$ cat config.mk
export PLATFORM = sky130hd
export DESIGN_NAME = global_tick_gen
export DESIGN_NICKNAME = d
export VERILOG_FILES = /design/src/rtl/global_tick_gen.sv
export SDC_FILE = /design/constraint.sdc
export NUM_CORES = 1
export LEC_CHECK = 0
export ABC_AREA = 1
export ABC_CLOCK_PERIOD_IN_PS = 3300
export BUFFER_PORTS_ARGS = -buffer_cell sky130_fd_sc_hd__clkbuf_2
export CAP_MARGIN = 10
export CORE_MARGIN = 4
export CORE_UTILIZATION = 35
export CTS_BUF_LIST = sky130_fd_sc_hd__clkbuf_4 sky130_fd_sc_hd__clkbuf_8
export DETAILED_ROUTE_END_ITERATION = 8
export PLACE_DENSITY_LB_ADDON = 0.25
export SLEW_MARGIN = 10
export SYNTH_ARGS = -nofsm -noshare
export SYNTH_HDL_FRONTEND = slang
export SYNTH_SLANG_ARGS = --single-unit
$ cat constraint.sdc
create_clock -name clk -period 3.3 [get_ports clk]
set_input_delay 0.495 -clock clk [delete_from_list [all_inputs] [get_ports clk]]
set_output_delay 0.495 -clock clk [all_outputs]
set_load 0.1 [all_outputs]
$ cat src/rtl/global_tick_gen.sv
// Two programmable down-counting dividers producing subsystem clock-event strobes,
// merged into a global event strobe with a wrapping event counter.
module global_tick_gen #(
    parameter int unsigned       CNT_W    = 16,
    parameter int unsigned       TCNT_W   = 32,
    parameter logic [CNT_W-1:0]  DIV1_RST = '0,
    parameter logic [CNT_W-1:0]  DIV2_RST = '0
) (
    input  logic              clk,
    input  logic              rst_n,
    input  logic              en_i,
    input  logic              load_req_i,
    input  logic [CNT_W-1:0]  div1_i,
    input  logic [CNT_W-1:0]  div2_i,
    output logic              load_ack_o,
    output logic              tick1_o,
    output logic              tick2_o,
    output logic              gtick_o,
    output logic              both_o,
    output logic [TCNT_W-1:0] gtick_cnt_o
);

    typedef enum logic {
        ST_STOP = 1'b0,
        ST_RUN  = 1'b1
    } state_t;

    state_t              state_q, state_d;
    logic                run_step;
    logic [1:0]          tick_d_vec;
    logic [1:0]          tick_q_vec;
    logic                ack_q, ack_d;
    logic                gtick_q, gtick_d;
    logic                both_q, both_d;
    logic [TCNT_W-1:0]   gcnt_q, gcnt_d;

    always_comb begin
        state_d = state_q;
        case (state_q)
            ST_STOP: if (en_i)  state_d = ST_RUN;
            ST_RUN:  if (!en_i) state_d = ST_STOP;
            default:            state_d = ST_STOP;
        endcase
    end

    // Dividers step on every edge that lands in RUN, so a one-cycle en_i pulse
    // advances each counter exactly once.
    assign run_step = (state_d == ST_RUN);

    always_ff @(posedge clk or negedge rst_n) begin
        if (!rst_n) begin
            state_q <= ST_STOP;
        end else begin
            state_q <= state_d;
        end
    end

    for (genvar gi = 0; gi < 2; gi++) begin : gen_div
        localparam logic [CNT_W-1:0] RST_V = (gi == 0) ? DIV1_RST : DIV2_RST;

        logic [CNT_W-1:0] div_q, div_d;
        logic [CNT_W-1:0] cnt_q, cnt_d;
        logic [CNT_W-1:0] din;
        logic             tick_q, tick_d;

        assign din = (gi == 0) ? div1_i : div2_i;

        // A load wins over counting and keeps the strobe low while held.
        always_comb begin
            div_d  = div_q;
            cnt_d  = cnt_q;
            tick_d = 1'b0;
            if (load_req_i) begin
                div_d = din;
                cnt_d = din;
            end else if (run_step) begin
                if (cnt_q == '0) begin
                    cnt_d  = div_q;
                    tick_d = 1'b1;
                end else begin
                    cnt_d = cnt_q - CNT_W'(1);
                end
            end
        end

        always_ff @(posedge clk or negedge rst_n) begin
            if (!rst_n) begin
                div_q  <= RST_V;
                cnt_q  <= RST_V;
                tick_q <= 1'b0;
            end else begin
                div_q  <= div_d;
                cnt_q  <= cnt_d;
                tick_q <= tick_d;
            end
        end

        assign tick_d_vec[gi] = tick_d;
        assign tick_q_vec[gi] = tick_q;
    end

    // Merged strobes are computed from next-state ticks so every output stays a flop.
    always_comb begin
        ack_d   = load_req_i;
        gtick_d = |tick_d_vec;
        both_d  = &tick_d_vec;
        gcnt_d  = gcnt_q + {{(TCNT_W-1){1'b0}}, gtick_d};
    end

    always_ff @(posedge clk or negedge rst_n) begin
        if (!rst_n) begin
            ack_q   <= 1'b0;
            gtick_q <= 1'b0;
            both_q  <= 1'b0;
            gcnt_q  <= '0;
        end else begin
            ack_q   <= ack_d;
            gtick_q <= gtick_d;
            both_q  <= both_d;
            gcnt_q  <= gcnt_d;
        end
    end

    assign load_ack_o  = ack_q;
    assign tick1_o     = tick_q_vec[0];
    assign tick2_o     = tick_q_vec[1];
    assign gtick_o     = gtick_q;
    assign both_o      = both_q;
    assign gtick_cnt_o = gcnt_q;

endmodule
==> flow_summary.ini, run 1 <==
[pwr]
p_sw_uw = 746.0
combPwrFrac_pct = 15.8
internal_power_uw = 1776
sw_frac_of_total_pct = 29.58
vdd_drop_max_mv = 0.2667
clkPwrFrac_pct = 29.0
sequentialPowerShare_pct = 55.2
power_density_nw_per_um2 = 398.2
p_leak_uw = 0.003267

[clock_tree]
numCtsBuffers = 9
htreeDepth = 3
cts_resized = 0
hold_buffers = 0
cts.clk_slew.worst_paths_ps = 100
clkLatencyLatePin_ps = 380
cts_setup_buffers = 0
cts_buffer_depth = 2
cts.sinks = 101
cts_root_buf = clkbuf_8
cts_tree = built

[floorplanning]
row_count = 45
core_sq_um = 15430
ios = 73
dieArea_sq_um = 18010
die_h_um = 134.2
die_x_um = 134.2
start_util_pct = 36.12

[detailed_routing]
wl_per_cell_um = 13.60
first_pass_iters = 4
drt_iter0_drc = 201
via_count = 4686
routed_wirelength_mm = 13.69
ant_nets = 0
vias_per_cell = 4.653
drc = 0

[logic_synthesis]
syn_inst = 722
ys_seq_area_share_pct = 45.35
synth.distinct_cells = 35
synth_area_sq_um = 5573
syn-num-nets = 764
ys_warn_count = 0
ys_ff_latch = 101
avgSynthCellArea_sq_um = 7.719

[timing]
relSlewSlack_pct = 58.66
finalSetupViolations = 0
rsz0062_at_grt = false
worstMarginPinSlew_ps = 620.1
fmax_mhz = 346.1
drv_slew = 0
tns_ps = 0
fin_crit_ps = 2889
fin_crit_sh_pct = 87.55
skew_ps = 15.16
final-hold-violation-count = 0

[critical_path]
cp.arrival_ps = 3150
crit_fanout = 14
required_ps = 3570
cp-start-kind = register
crit_path_end_kind = register
critical_path_class = reg -> reg

[global_route]
grt_pass1_wl_mm = 22.75
antenna_found_initial = 0
track_usage_pct = 15.74
grt-ovfl-total = 0
grt_max_degree = 57
grt_pass1_vias = 4544

[run]
cap_violations = 0

[finish]
final_cell_count_no_fill = 1007
drive_above_1_share_pct = 16.08
nNetsFinal = 836
final_cell_mix = nand2_1, dfrtp_1, inv_1
final_util_pct = 41.05
syn_to_final_growth_pct = 13.65
layout_commonest_cell = nand2_1
diodes = 0

[placement]
gp_congestion = 0.9101
numPortBuffers = 72
hpwl_mm = 10.32
placed_cells = 994

[outcome]
status = complete, no violations

[worst_hold_path]
hold_class = in -> async
flip-flops by register name (all words and copies together) (netlist names):
register and count:
tick2_o 1, both_o 1, load_ack_o 1, gen_div.div_q 32
gtick_o 1, gtick_cnt_o 32, tick1_o 1, gen_div.cnt_q 32
metrics by stage:
| step | worst slack, ps | hold WS (ps) | cell area, sq um | power [uW] |
|---|---|---|---|---|
| floorplan | 636.4 | 199.4 | 5573 | 1683 |
| global placement | 512.0 | 449.8 | 6166 | 1816 |
| detailed placement | 417.7 | 452.8 | 6166 | 1818 |
| CTS | 385.4 | 130.2 | 6334 | 2559 |
| global route | 103.5 | 142.8 | 6334 | 2679 |
| finish | 410.9 | 113.6 | 6334 | 2522 |
power groups by stage:
stage / clock network [uW] / logic (uW) / registers (uW)
floorplan: 0 / 278 / 1410
global placement: 0 / 402 / 1410
detailed placement: 0 / 403 / 1420
CTS: 762 / 405 / 1390
global route: 811 / 463 / 1410
finish: 732 / 399 / 1390
layout make-up:
| type | instances | area [sq um] |
|---|---|---|
| clock buffers | 12 | 158.9 |
| clock inverters | 1 | 8.758 |
| fillers | 1643 | 9094 |
| inverters | 80 | 300.3 |
| multi-input cells | 526 | 2669 |
| flip-flops and latches | 101 | 2527 |
| well taps | 211 | 264.0 |
| repair buffers | 76 | 405.4 |
routing by layer:
metal | vias to the layer above | track usage [%] | wire length, um
li1 | 2423 | - | -
met1 | 2143 | 20.97 | 6552
met2 | 101 | 25.70 | 6347
met3 | 19 | 4.014 | 596
met4 | 0 | 4.072 | 197
met5 | - | 0 | 0
logic make-up after synthesis:
group	share of synthesized area, %
DFF	45.35
AOI/OAI and AO/OA	7.476
buffers and inverters	6.803
xor gates and xnor gates	6.444
adders and majority gates	1.347
and+or+nand+nor	32.58
cells in the mapped netlist (all sizes together):
master | number | area [sq um]
dfrtp | 101 | 2527
buf | 9 | 56.30
and2 | 1 | 6.260
o21ai | 35 | 178.9
and3 | 2 | 12.51
inv | 79 | 296.5
o211ai | 3 | 32.53
nand3b | 3 | 22.52
nor3 | 17 | 148.9
a21boi | 21 | 157.7
nor2 | 83 | 351.6
nand4 | 8 | 50.05
ha | 6 | 75.07
nand2 | 233 | 887.1
o21bai | 1 | 7.510
a21oi | 8 | 40.04
clkinv | 1 | 3.750
xor2 | 18 | 157.7
or2 | 1 | 6.260
nand3 | 63 | 330.3
xnor2 | 23 | 201.4
clkbuf | 6 | 22.52
worst max-delay path, cell delays in order (launching register included):
cell     delay [ps]
dfrtp_1         410
inv_1           150
ha_1            170
inv_1            50
nor2_1           80
nand3_1          70
nor2_1          120
nand2_2         210
a21oi_1         260
ha_1            230
ha_1            230
nand3_2         150
nor2_2          170
nand2_1          90
nor2_2          140
nand4_1         110
xnor2_1         150
worst paths after layout:
check                      slack (ps)                 start  depth (start not counted)              endpoint
setup / recovery                  410   gen_div[1].cnt_q[0]                         16       gtick_cnt_o[22]
hold / removal                    110                 rst_n                          1   gen_div[0].div_q[3]
setup reg to reg                  410   gen_div[1].cnt_q[0]                         16       gtick_cnt_o[22]
hold reg to reg                   470  gen_div[1].div_q[10]                          2  gen_div[1].div_q[10]
max in group asynchronous        2480                 rst_n                          2  gen_div[1].cnt_q[10]
min in group clk                  330             div1_i[1]                          3   gen_div[0].div_q[1]
Power figures use the tool's default switching activity.
==> run 2: changes to the inputs <==
==> constraint.sdc (replaced) <==
create_clock -name clk -period 3.3 [get_ports clk]
set_input_delay 0.165 -clock clk [delete_from_list [all_inputs] [get_ports clk]]
set_output_delay 0.165 -clock clk [all_outputs]
set_load 0.1 [all_outputs]
==> run 2 against run 1 <==
Compared with the run above:
- sequential share of layout area decreased by 1.4 points
- die area unchanged
- clock skew decreased by 1.7 ps
- combinational power is 4% higher
- non-clock buffer count increased by 18
- global-route usage grew 0.48 points
- design area rose by 3.6%
- first-iteration DRC count down 1.5%
==> flow_summary.ini, run 2 (synthesized netlist as in run 1, its figures left out) <==
[outcome]
status = complete, no violations

[placement]
gp_congestion = 0.9106
hpwl_mm = 10.41
dp_slack_ps = 389.1
placed_cells = 994
place_area_sq_um = 6166
numPortBuffers = 72

[timing]
tns_ps = 0
worstMarginPinSlew_ps = 617.2
drv_slew = 0
relSlewSlack_pct = 58.86
skew_ps = 13.50
final-hold-violation-count = 0
fin_crit_sh_pct = 88.45
fin_crit_ps = 2919
fmax_mhz = 342.6
fin_ws_ps = 381.2
rsz0062_at_grt = false
finalSetupViolations = 0

[detailed_routing]
drt_iter0_drc = 198
wl_per_cell_um = 13.47
vias_per_cell = 4.647
routed_wirelength_mm = 13.85
drc = 0
ant_nets = 0
first_pass_iters = 5
via_count = 4777

[global_route]
busiest_layer = met2
grt-ovfl-total = 0
grt_use_met3_pct = 4.014
grt_pass1_vias = 4700
use_met1_pct = 21.50
antenna_found_initial = 0
grt_max_degree = 57
grt_pass1_wl_mm = 23.49
track_usage_pct = 16.22
grt_use_met2_pct = 26.59

[critical_path]
path_buf_inv = 2
crit-reg2reg-launch = gen_div[1].cnt_q[0]
crit_fanout = 14
cp.arrival_ps = 3190
r2r_slack_ps = 380
cpPeakStageDelay_ps = 420
required_ps = 3570
critical_path.top_delay_family = simple AND/OR/NAND/NOR gates
crit_path_top_delay_cell = dfrtp_1
reg2reg_depth = 16
crit_path_end_kind = register
timing.rr.end = gtick_cnt_o[22]
critical_path_class = reg -> reg
crit_chain = inv_1, ha_1, inv_1, nor2_1, nand3_1, nor2_1, nand2_2, a21oi_1, ha_1, ha_1, nand3_2, nor2_2, nand2_1, nor2_2, nand4_1, xnor2_1
cp-start-kind = register
path_common_cell = ha_1

[clock_tree]
cts_root_buf = clkbuf_8
clkLatencyLatePin_ps = 380
cts.sinks = 101
cts_tree = built
cts_resized = 0
cts.clk_slew.worst_paths_ps = 90
numCtsBuffers = 9
cts_buffer_depth = 2
cts_setup_buffers = 0
htreeDepth = 3

[worst_hold_path]
hold_class = in -> reg
hold_depth = 3
min_to = gen_div[0].div_q[2]
worstHoldStart = div1_i[2]

[floorplanning]
dieArea_sq_um = 18010
start_util_pct = 36.12
ios = 73
core_sq_um = 15430
die_x_um = 134.2
row_count = 45
die_h_um = 134.2

[pwr]
vdd_drop_max_mv = 0.3172
p_leak_uw = 0.003364
power.total_uw = 2652
power_density_nw_per_um2 = 404.2

[finish]
final_cell_mix = nand2_1, dfrtp_1, inv_1
fin_area_sq_um = 6561
syn_to_final_growth_pct = 17.74
layout.area.seq_sq_um = 2527
layout_commonest_cell = nand2_1
multi_input_area_sq_um = 2669
fill_cells = 1642
diodes = 0
final_cell_count_no_fill = 1028
drive_above_1_share_pct = 16.03
nNetsFinal = 854

[run]
cap_violations = 0
run 2: cell types whose count changed in the layout (fill, tap and decap cells not counted):
cell           delta
dlygate4sd3_1    +18
bufinv_16         +1
clkbuf_8          +1
clkinv_2          +1
clkinv_4          -1
clkinvlp_4        +1
run 2: report_power, final:
part	switching, uW	total, uW	internal, uW	leakage, uW
clock network	424	845	420	0.000109
logic	259	416	157	0.00197
registers	72.9	1390	1320	0.00128
total	756	2650	1900	0.00336
run 2: repair_timing:
item,4_1_cts,5_1_grt
setup endpoints to repair,0,0
hold endpoints to repair,63,0
hold buffers,18,0
run 2: worst reg2reg max path: stages, from the launching register on:
cell and delay (ps):
dfrtp_1 420, inv_1 140, ha_1 160, inv_1 50, nor2_1 90, nand3_1 70
nor2_1 120, nand2_2 200, a21oi_1 270, ha_1 230, ha_1 230, nand3_2 150
nor2_2 170, nand2_1 80, nor2_2 150, nand4_1 120, xnor2_1 160
run 2: per-stage QoR:
step | hold slack (ps) | util (%)
3_3_place_gp | 234.2 | 39.97
6_report | 19.06 | 42.53
5_1_grt | 17.97 | 42.53
2_1_floorplan | -130.6 | -
3_5_place_dp | 222.8 | 39.97
4_1_cts | 0.6012 | 42.53
run 2: metal layers:
metal / vias to the layer above / share of wire [%] / routed length (um)
met3: 16 / 5.5 / 756
met2: 117 / 47 / 6559
met4: 0 / 1.4 / 189
met5: - / 0 / 0
met1: 2196 / 46 / 6340
li1: 2448 / - / -
run 2: layout make-up:
| type | instances | share of cell area, % |
|---|---|---|
| clock buffer | 13 | 2.632 |
| clock inverter | 3 | 0.6484 |
| inverter | 80 | 4.577 |
| multi-input combinational | 526 | 40.68 |
| sequential | 101 | 38.52 |
| tap | 211 | 4.024 |
| timing repair buffer | 94 | 8.924 |
run 2: worst max-delay path by stage:
stage,startpoint,endpoint,slack [ps],depth (start not counted)
after global placement,gen_div[1].cnt_q[0],gtick_cnt_o[22],520,16
final,gen_div[1].cnt_q[0],gtick_cnt_o[22],380,16
after detailed placement,gen_div[1].cnt_q[0],gtick_cnt_o[22],390,16
after global routing,gen_div[1].cnt_q[0],gtick_cnt_o[18],80,16
after CTS,gen_div[1].cnt_q[0],gtick_cnt_o[22],360,16
after floorplan,gen_div[1].cnt_q[0],gtick_cnt_o[22],640,17
